--- config.mk ---
export PLATFORM = sky130hd
export DESIGN_NAME = dmem_arbiter_flat
export DESIGN_NICKNAME = d
export VERILOG_FILES = /design/src/rtl/dmem_arbiter_if.sv /design/src/rtl/dmem_arbiter.sv /design/src/flat_wrapper.sv
export SDC_FILE = /design/constraint.sdc
export NUM_CORES = 1
export LEC_CHECK = 0
export CAP_MARGIN = 20
export CORE_MARGIN = 3
export CORE_UTILIZATION = 40
export DETAILED_ROUTE_END_ITERATION = 8
export PLACE_DENSITY_LB_ADDON = 0.25
export SLEW_MARGIN = 25
export SYNTH_ARGS = -nofsm -noshare
export SYNTH_HDL_FRONTEND = slang
export SYNTH_SLANG_ARGS = --single-unit
--- constraint.sdc ---
create_clock -name clk -period 2.8 [get_ports clk]
set_input_delay 0.42 -clock clk [delete_from_list [all_inputs] [get_ports clk]]
set_output_delay 0.42 -clock clk [all_outputs]
set_load 0.05 [all_outputs]
--- src/rtl/dmem_arbiter_if.sv ---
// Requester and data-memory signal bundle for dmem_arbiter.
// Latency: none, wires only.
// Backpressure: req is held until the one-cycle ack pulse.
interface dmem_arbiter_if #(
    parameter int ADDR_W = 32
);
    // Requester side: port 0 is the CPU load/store unit, port 1 is DMA/debug.
    logic              req0;
    logic              req1;
    logic              we0;
    logic              we1;
    logic [1:0]        size0;
    logic [1:0]        size1;
    logic [ADDR_W-1:0] addr0;
    logic [ADDR_W-1:0] addr1;
    logic [31:0]       wdata0;
    logic [31:0]       wdata1;
    logic              ack0;
    logic              ack1;
    logic [31:0]       rdata0;
    logic [31:0]       rdata1;
    logic              err0;
    logic              err1;

    // Memory side.
    logic              MemWrite;
    logic [1:0]        MemRead;
    logic [31:0]       Address;
    logic [31:0]       WriteData;
    logic [31:0]       ReadData;

    // The arbiter itself.
    modport slave (
        input  req0, req1, we0, we1, size0, size1, addr0, addr1, wdata0, wdata1,
        input  ReadData,
        output ack0, ack1, rdata0, rdata1, err0, err1,
        output MemWrite, MemRead, Address, WriteData
    );

    // Requesters plus the memory model.
    modport master (
        output req0, req1, we0, we1, size0, size1, addr0, addr1, wdata0, wdata1,
        output ReadData,
        input  ack0, ack1, rdata0, rdata1, err0, err1,
        input  MemWrite, MemRead, Address, WriteData
    );
endinterface

--- src/rtl/dmem_arbiter.sv ---
// Two-port data-memory arbiter with sub-word load extraction and store read-modify-write.
// Latency req->ack: load 2, word store 2, sub-word store 3, illegal access 1 cycle.
// Backpressure: one access at a time; a waiting requester holds req until its ack pulse.
// Optional macro DMEM_ARB_ROUND_ROBIN_EN: round-robin on contention instead of fixed port-0 priority.
module dmem_arbiter #(
    parameter int DEPTH_W = 6,
    parameter int ADDR_W  = 32
) (
    input  logic           clk,
    input  logic           reset_n,
    dmem_arbiter_if.slave  bus
);

    typedef enum logic [2:0] {
        IDLE   = 3'd0,
        RD     = 3'd1,
        RMW_RD = 3'd2,
        RMW_WR = 3'd3,
        WR     = 3'd4,
        DONE   = 3'd5
    } state_t;

    state_t      state_q, state_d;
    logic        port_q, port_d;           // granted port
    logic [1:0]  size_q, size_d;
    logic [1:0]  offset_q, offset_d;       // byte lane within the word
    logic [15:0] sub_wdata_q, sub_wdata_d; // only the low half is needed for sub-word merges
    logic        err_q, err_d;
    logic [31:0] mem_addr_q, mem_addr_d;
    logic [31:0] mem_wdata_q, mem_wdata_d; // full store word; doubles as the RMW merge register
    logic [31:0] rdata0_q, rdata0_d;
    logic [31:0] rdata1_q, rdata1_d;
`ifdef DMEM_ARB_ROUND_ROBIN_EN
    logic        rr_q, rr_d;               // port that wins the next contention
`endif

    logic              grant;
    logic              sel_we;
    logic [1:0]        sel_size;
    logic [ADDR_W-1:0] sel_addr;
    logic [31:0]       sel_wdata;
    logic              sel_illegal;
    logic [4:0]        lane_shift;
    logic [31:0]       size_mask;
    logic [31:0]       rd_extract;
    logic [31:0]       rmw_merged;

    // Pick the winning port and mux its request fields.
    always_comb begin
        grant = 1'b0;
        if (bus.req0 && bus.req1) begin
`ifdef DMEM_ARB_ROUND_ROBIN_EN
            grant = rr_q;
`else
            grant = 1'b0;
`endif
        end else begin
            grant = bus.req1;
        end
        sel_we    = grant ? bus.we1    : bus.we0;
        sel_size  = grant ? bus.size1  : bus.size0;
        sel_addr  = grant ? bus.addr1  : bus.addr0;
        sel_wdata = grant ? bus.wdata1 : bus.wdata0;
        sel_illegal = (sel_size == 2'd0)
                   || (sel_size == 2'd2 && sel_addr[0])
                   || (sel_size == 2'd3 && sel_addr[1:0] != 2'b00)
                   || (sel_addr[ADDR_W-1:DEPTH_W+2] != '0);
    end

    // Lane extraction for loads and lane replacement for sub-word stores.
    always_comb begin
        lane_shift = {offset_q, 3'b000};
        case (size_q)
            2'd1:    size_mask = 32'h0000_00FF;
            2'd2:    size_mask = 32'h0000_FFFF;
            default: size_mask = 32'hFFFF_FFFF;
        endcase
        rd_extract = (bus.ReadData >> lane_shift) & size_mask;
        rmw_merged = (bus.ReadData & ~(size_mask << lane_shift))
                   | (({16'h0000, sub_wdata_q} & size_mask) << lane_shift);
    end

    // Next-state logic: arbitration and error check in IDLE, memory sequencing afterwards.
    always_comb begin
        state_d     = state_q;
        port_d      = port_q;
        size_d      = size_q;
        offset_d    = offset_q;
        sub_wdata_d = sub_wdata_q;
        err_d       = err_q;
        mem_addr_d  = mem_addr_q;
        mem_wdata_d = mem_wdata_q;
        rdata0_d    = rdata0_q;
        rdata1_d    = rdata1_q;
`ifdef DMEM_ARB_ROUND_ROBIN_EN
        rr_d        = rr_q;
`endif
        case (state_q)
            IDLE: begin
                if (bus.req0 || bus.req1) begin
                    port_d      = grant;
                    size_d      = sel_size;
                    offset_d    = sel_addr[1:0];
                    sub_wdata_d = sel_wdata[15:0];
                    err_d       = sel_illegal;
`ifdef DMEM_ARB_ROUND_ROBIN_EN
                    if (bus.req0 && bus.req1) begin
                        rr_d = ~grant;
                    end
`endif
                    if (sel_illegal) begin
                        // No memory cycle for a bad access; Address/WriteData keep their old value.
                        state_d = DONE;
                    end else begin
                        mem_addr_d = {{(32-DEPTH_W){1'b0}}, sel_addr[DEPTH_W+1:2]};
                        if (!sel_we) begin
                            state_d = RD;
                        end else if (sel_size == 2'd3) begin
                            mem_wdata_d = sel_wdata;
                            state_d     = WR;
                        end else begin
                            state_d = RMW_RD;
                        end
                    end
                end
            end
            RD: begin
                if (port_q) rdata1_d = rd_extract;
                else        rdata0_d = rd_extract;
                state_d = DONE;
            end
            RMW_RD: begin
                mem_wdata_d = rmw_merged;
                state_d     = RMW_WR;
            end
            RMW_WR:  state_d = DONE;
            WR:      state_d = DONE;
            DONE:    state_d = IDLE;
            default: state_d = IDLE;
        endcase
    end

    // State and datapath registers with synchronous reset.
    always_ff @(posedge clk) begin
        if (!reset_n) begin
            state_q     <= IDLE;
            port_q      <= 1'b0;
            size_q      <= 2'd0;
            offset_q    <= 2'd0;
            sub_wdata_q <= 16'h0000;
            err_q       <= 1'b0;
            mem_addr_q  <= 32'h0;
            mem_wdata_q <= 32'h0;
            rdata0_q    <= 32'h0;
            rdata1_q    <= 32'h0;
`ifdef DMEM_ARB_ROUND_ROBIN_EN
            rr_q        <= 1'b0;
`endif
        end else begin
            state_q     <= state_d;
            port_q      <= port_d;
            size_q      <= size_d;
            offset_q    <= offset_d;
            sub_wdata_q <= sub_wdata_d;
            err_q       <= err_d;
            mem_addr_q  <= mem_addr_d;
            mem_wdata_q <= mem_wdata_d;
            rdata0_q    <= rdata0_d;
            rdata1_q    <= rdata1_d;
`ifdef DMEM_ARB_ROUND_ROBIN_EN
            rr_q        <= rr_d;
`endif
        end
    end

    // Strobes and acks decode straight from state so reset clears them at the edge.
    always_comb begin
        bus.MemWrite  = (state_q == RMW_WR) || (state_q == WR);
        bus.MemRead   = ((state_q == RD) || (state_q == RMW_RD)) ? 2'd3 : 2'd0;
        bus.Address   = mem_addr_q;
        bus.WriteData = mem_wdata_q;
        bus.ack0      = (state_q == DONE) && !port_q;
        bus.ack1      = (state_q == DONE) &&  port_q;
        bus.err0      = bus.ack0 && err_q;
        bus.err1      = bus.ack1 && err_q;
        bus.rdata0    = rdata0_q;
        bus.rdata1    = rdata1_q;
    end

endmodule

--- src/flat_wrapper.sv ---
// flat-port wrapper written by rule: the top's interface ports become plain ports
module dmem_arbiter_flat 
#(
    parameter int DEPTH_W = 6,
    parameter int ADDR_W  = 32
)
  (clk, reset_n, bus_req0, bus_req1, bus_we0, bus_we1, bus_size0, bus_size1, bus_addr0, bus_addr1, bus_wdata0, bus_wdata1, bus_ReadData, bus_ack0, bus_ack1, bus_rdata0, bus_rdata1, bus_err0, bus_err1, bus_MemWrite, bus_MemRead, bus_Address, bus_WriteData);
  dmem_arbiter_if #(.ADDR_W(ADDR_W)) bus_i ();
  input  logic clk;
  input  logic reset_n;
  input wire logic [$bits(bus_i.req0)-1:0] bus_req0;
  input wire logic [$bits(bus_i.req1)-1:0] bus_req1;
  input wire logic [$bits(bus_i.we0)-1:0] bus_we0;
  input wire logic [$bits(bus_i.we1)-1:0] bus_we1;
  input wire logic [$bits(bus_i.size0)-1:0] bus_size0;
  input wire logic [$bits(bus_i.size1)-1:0] bus_size1;
  input wire logic [$bits(bus_i.addr0)-1:0] bus_addr0;
  input wire logic [$bits(bus_i.addr1)-1:0] bus_addr1;
  input wire logic [$bits(bus_i.wdata0)-1:0] bus_wdata0;
  input wire logic [$bits(bus_i.wdata1)-1:0] bus_wdata1;
  input wire logic [$bits(bus_i.ReadData)-1:0] bus_ReadData;
  output wire logic [$bits(bus_i.ack0)-1:0] bus_ack0;
  output wire logic [$bits(bus_i.ack1)-1:0] bus_ack1;
  output wire logic [$bits(bus_i.rdata0)-1:0] bus_rdata0;
  output wire logic [$bits(bus_i.rdata1)-1:0] bus_rdata1;
  output wire logic [$bits(bus_i.err0)-1:0] bus_err0;
  output wire logic [$bits(bus_i.err1)-1:0] bus_err1;
  output wire logic [$bits(bus_i.MemWrite)-1:0] bus_MemWrite;
  output wire logic [$bits(bus_i.MemRead)-1:0] bus_MemRead;
  output wire logic [$bits(bus_i.Address)-1:0] bus_Address;
  output wire logic [$bits(bus_i.WriteData)-1:0] bus_WriteData;
  assign bus_i.req0 = bus_req0;
  assign bus_i.req1 = bus_req1;
  assign bus_i.we0 = bus_we0;
  assign bus_i.we1 = bus_we1;
  assign bus_i.size0 = bus_size0;
  assign bus_i.size1 = bus_size1;
  assign bus_i.addr0 = bus_addr0;
  assign bus_i.addr1 = bus_addr1;
  assign bus_i.wdata0 = bus_wdata0;
  assign bus_i.wdata1 = bus_wdata1;
  assign bus_i.ReadData = bus_ReadData;
  assign bus_ack0 = bus_i.ack0;
  assign bus_ack1 = bus_i.ack1;
  assign bus_rdata0 = bus_i.rdata0;
  assign bus_rdata1 = bus_i.rdata1;
  assign bus_err0 = bus_i.err0;
  assign bus_err1 = bus_i.err1;
  assign bus_MemWrite = bus_i.MemWrite;
  assign bus_MemRead = bus_i.MemRead;
  assign bus_Address = bus_i.Address;
  assign bus_WriteData = bus_i.WriteData;
  dmem_arbiter #(.DEPTH_W(DEPTH_W), .ADDR_W(ADDR_W)) u_core (.clk(clk), .reset_n(reset_n), .bus(bus_i));
endmodule
Yosys cells after proc, flatten, opt, wreduce, memory -nomap -nowiden

Index checks and enable logic that the tools add are counted.

Register bits after elaboration: 127
Input port bits: 170
Output and inout port bits: 135
Word-level logic and storage cells: 75

Eq/ne operators: 13
Shift-type cells: 3
Multiplexer cells: 17
Bitwise gates (word level): 7
Reductions and logical operators: 25

Operators by type and width:

| cell                 | count |
|---|---|
| $mux W32             | 6 |
| $pmux W32 S2         | 2 |
| $and A32 B32 Y32     | 2 |
| $shl A32 B5 Y32      | 2 |
| $and A16 B32 Y32     | 1 |
| $not A32 Y32         | 1 |
| $or A32 B32 Y32      | 1 |
| $shr A32 B5 Y32      | 1 |
| $reduce_bool A24 Y1  | 1 |
| $mux W3              | 4 |
| $pmux W3 S3          | 1 |
| $logic_and A1 B1 Y1  | 7 |
| $eq A2 B2 Y1 const B | 3 |
| $eq A3 B2 Y1 const B | 2 |
| $eq A3 B3 Y1 const B | 2 |
| $logic_or A1 B1 Y1   | 6 |
| $ne A2 B1 Y1 const B | 3 |
| $reduce_and A2 Y1    | 3 |
| $reduce_and A5 Y1    | 1 |
| $mux W2              | 2 |
| $reduce_bool A2 Y1   | 2 |
| $eq A3 B1 Y1 const B | 1 |
| $logic_not A3 Y1     | 1 |
| $reduce_and A3 Y1    | 1 |
| other kinds (7)      | 9 |

Longest topological paths before layout

Gate-level depths: netlist of the first run.

Depth after elaboration: 11
Gate-level depth with buffers: 11
Gate-level depth less buffers: 8

Worst setup path after synthesis of the first run

No wires, ideal clock.

Path kind: register to output
From: register u_core.state_q[1]
To: output bus_err0
Arrival time: 2.434 ns
Data required time: 2.380 ns
Setup slack: -0.054 ns
Stages on the path, launching flop included: 5
Path buffers: 1
Path through: dfxtp_1 clkbuf_1 nand2b_1 nor3b_1 and2_1

Word-level cells in the longest chain between the ends: 3

RTL lines:

| item                     | RTL line            | source |
|---|---|---|
| start: declaration       | dmem_arbiter.sv:23  | `state_t state_q, state_d;` |
| start signal: assignment | dmem_arbiter.sv:160 | `state_q <= state_d;` |
| $eq A3 B3 Y1             | dmem_arbiter.sv:182 | `bus.ack0 = (state_q == DONE) && !port_q;` |
| $logic_and A1 B1 Y1      | dmem_arbiter.sv:182 |  |
| named net bus_ack0       | flat_wrapper.sv:22  | `output wire logic [$bits(bus_i.ack0)-1:0] bus_ack0;` |
| $logic_and A1 B1 Y1      | dmem_arbiter.sv:184 | `bus.err0 = bus.ack0 && err_q;` |
| end: declaration         | flat_wrapper.sv:26  | `output wire logic [$bits(bus_i.err0)-1:0] bus_err0;` |

The timed path passes the listed nets, and every way through them passes these cells.

Worst setup path after layout of the first run

From: register u_core.state_q[1]
To: output bus_err0

Word-level cells in the longest chain between the ends: 3

RTL lines:

| item                | RTL line |
|---|---|
| $eq A3 B3 Y1        | dmem_arbiter.sv:182 |
| $logic_and A1 B1 Y1 | dmem_arbiter.sv:182 |
| $logic_and A1 B1 Y1 | dmem_arbiter.sv:184 |

No other way between the ends.

==> results of run 1 <==
[critical path: cells and delay by family (launching register included)]
kind	cells	cell delay [ps]
buf+inv	1	810
flops	1	380
simple gates	3	660
[cell type report]
cell class	instances	area share (%)
Sequential cell	127	24.30
Inverter	3	0.1075
Clock inverter	11	2.019
Timing Repair Buffer	303	28.82
Multi-Input combinational cell	692	37.77
Clock buffer	20	4.361
Tap cell	220	2.628
[logic make-up (layout without fill, tap and decap cells)]
family	count (synthesis)	count (layout)	synth area share, %
AND/OR/NAND/NOR	353	353	22.97
AO/OA/AOI/OAI	228	228	19.83
flip-flops	127	127	36.49
buffers and inverters	111	337	8.297
multiplexers	84	84	12.18
adder cells (fa/ha/maj)	1	1	0.1796
other	1	26	0.05383
[per-stage QoR]
stage | instance area (sq um) | cells
2_1_floorplan | 7066 | 930
3_3_place_gp | 9802 | 1345
3_5_place_dp | 9802 | 1345
4_1_cts | 10470 | 1376
5_1_grt | 10470 | 1376
6_report | 10470 | 1376
[flip-flops by register name (all words and copies together), names as in the netlist]
name / flops
u_core.bus.Address: 6
u_core.bus.WriteData: 32
u_core.bus.rdata0: 32
u_core.bus.rdata1: 32
u_core.err_q: 1
u_core.offset_q: 2
u_core.port_q: 1
u_core.size_q: 2
u_core.state_q: 3
u_core.sub_wdata_q: 16
[power breakdown]
| part | switching, mW | internal, mW | leakage [nW] |
|---|---|---|---|
| Clock | 0.818 | 1.71 | 0.326 |
| Combinational | 0.797 | 0.541 | 2.64 |
| Sequential | 0.0860 | 1.89 | 1.03 |
[cell usage after synthesis, types with 10 or more instances]
cell	instances	area, sq um
a211oi_1	37	277.8
a21oi_1	76	380.4
and2_1	21	131.4
buf_4	28	210.2
clkbuf_1	69	259.0
dfxtp_1	127	2542
mux2i_1	78	780.8
nand2_1	170	638.1
nand2b_1	13	81.33
nand3_1	50	250.2
nor2_1	55	206.5
nor2b_1	11	68.82
nor3b_1	10	75.07
nor4_1	12	75.07
o21ai_0	59	295.3
o21ai_1	10	50.05
[timing repair]
action                                  CTS  global route
endpoints found under the hold margin     0             0
gates resized for setup                   0             1
endpoints found under the setup margin    0             1
[routing by layer]
layer  track usage, %  vias up  wire [microns]
met4            6.970        0             395
met1            29.21     3320            9711
met5                0        -               0
met3            6.604       29            1973
met2            45.96      321           12700
li1                 -     3602               -
[worst paths after layout]
path	startpoint	end	slack [ps]	depth (start not counted)
max	u_core.state_q[1]	bus_err0	120	4
min	u_core.bus.WriteData[17]	u_core.bus.WriteData[17]	450	2
max reg2reg	u_core.state_q[2]	u_core.bus.WriteData[10]	700	7
min reg2reg	u_core.bus.WriteData[17]	u_core.bus.WriteData[17]	450	2
==> out/qor.yml, run 1 <==
run_status: "completed"
grt_max_degree: 73
clock_path_buffers: 2
yosys_warnings: 0
p_leak_nw: 3.996
syn-cell-area_sq_um: 6967
routedWlPerCell_microns: 18.01
die_w_microns: 138.0
start_util_pct: 41.42
cts_buffers: 17
place_hpwl_microns: 18760
power_density_nw_per_um2: 557.7
finalClockSkew_ps: 7.498
async_flop_share_pct: 0
fp-row-count: 47
crit_path_end_kind: "output port"
area_delta_synth_final_pct: 50.32
core_area_sq_um: 16820
grt_pass1_vias: 6972
dr_total_vias: 7272
yosysSeqAreaShare_pct: 36.49
cts_tree: "built"
seq_area_sq_um: 2545
die_h_microns: 138.0
cts.sinks: 127
worstSkewPairLatency_ps: 420
die-area_sq_um: 19040
max_freq_ghz: 0.3725
rsz0062_at_grt: "no"
fin_setup_tns_ps: 0
drive_gt1_share_pct: 6.142
postCtsSetupBuffers: 0
drtPass1Iterations: 5
synth.distinct_cells: 43
crit_path_start_kind: "flip-flop"
io-pin-count: 305
gp_congestion: 0.8795
synth_edf_count: 0
ant_nets: 0
timing.final.crit_share_pct: 95.87
numPortBuffers: 278
layout.nets: 1315
max-slew-margin-rel_pct: 55.83
htreeDepth: 4
cp.arrival_ps: 2260
worst-path-max-fanout: 9
fin_ws_ps: 115.7
diodes: 0
synth_cells: 905
antenna_found_initial: 0
period_minus_slack_ps: 2684
clk_pin_slew_ps: 60
multi_input_area_sq_um: 3955
slowest_stage: "clkdlybuf4s50_1"
final_cell_mix: "clkdlybuf4s50_1 (276), nand2_1 (170), dfxtp_1 (125)"
power_mw: 5.841
overflow: 0
crit_type: "reg -> out"
crit_chain: "nand2b_1, nor3b_2, and2_1, clkdlybuf4s50_1"
grt_first_pass_wirelength_microns: 36820
layout_commonest_cell: "clkdlybuf4s50_1"
whs_ps: 451.6
root_buffer: "clkbuf_16"
drc: 0
worst_slew_pin_slew_ps: 662.5
drv_cap: 0
slowest_delay_ps: 810
avgSynthCellArea_sq_um: 7.698
hold_viol: 0
viasPerCell: 5.285
ys.flop_type: "dfxtp_1"
fillCellCount: 1482
cts_hold_repair.buffers: 0
finalMaxSlewViolations: 0
ys_ff_latch: 127
peakVddDrop_mv: 0.4526
drt-total-wl_microns: 24780
setup_viol: 0
final_util_pct: 62.27
hp-class: "reg -> reg"
dp_slack_ps: 26.38
first_iter_violations: 623
grt_util_all_layers_pct: 25.26
cp.required_ps: 2380
Power figures use the tool's default switching activity.
==> run 2, diff against run 1 <==
Settings changed: CTS_CLUSTER_DIAMETER set to 40.
==> results of run 2 <==
Same layout as run 1: the final DEF is identical, and so are final timing and power.
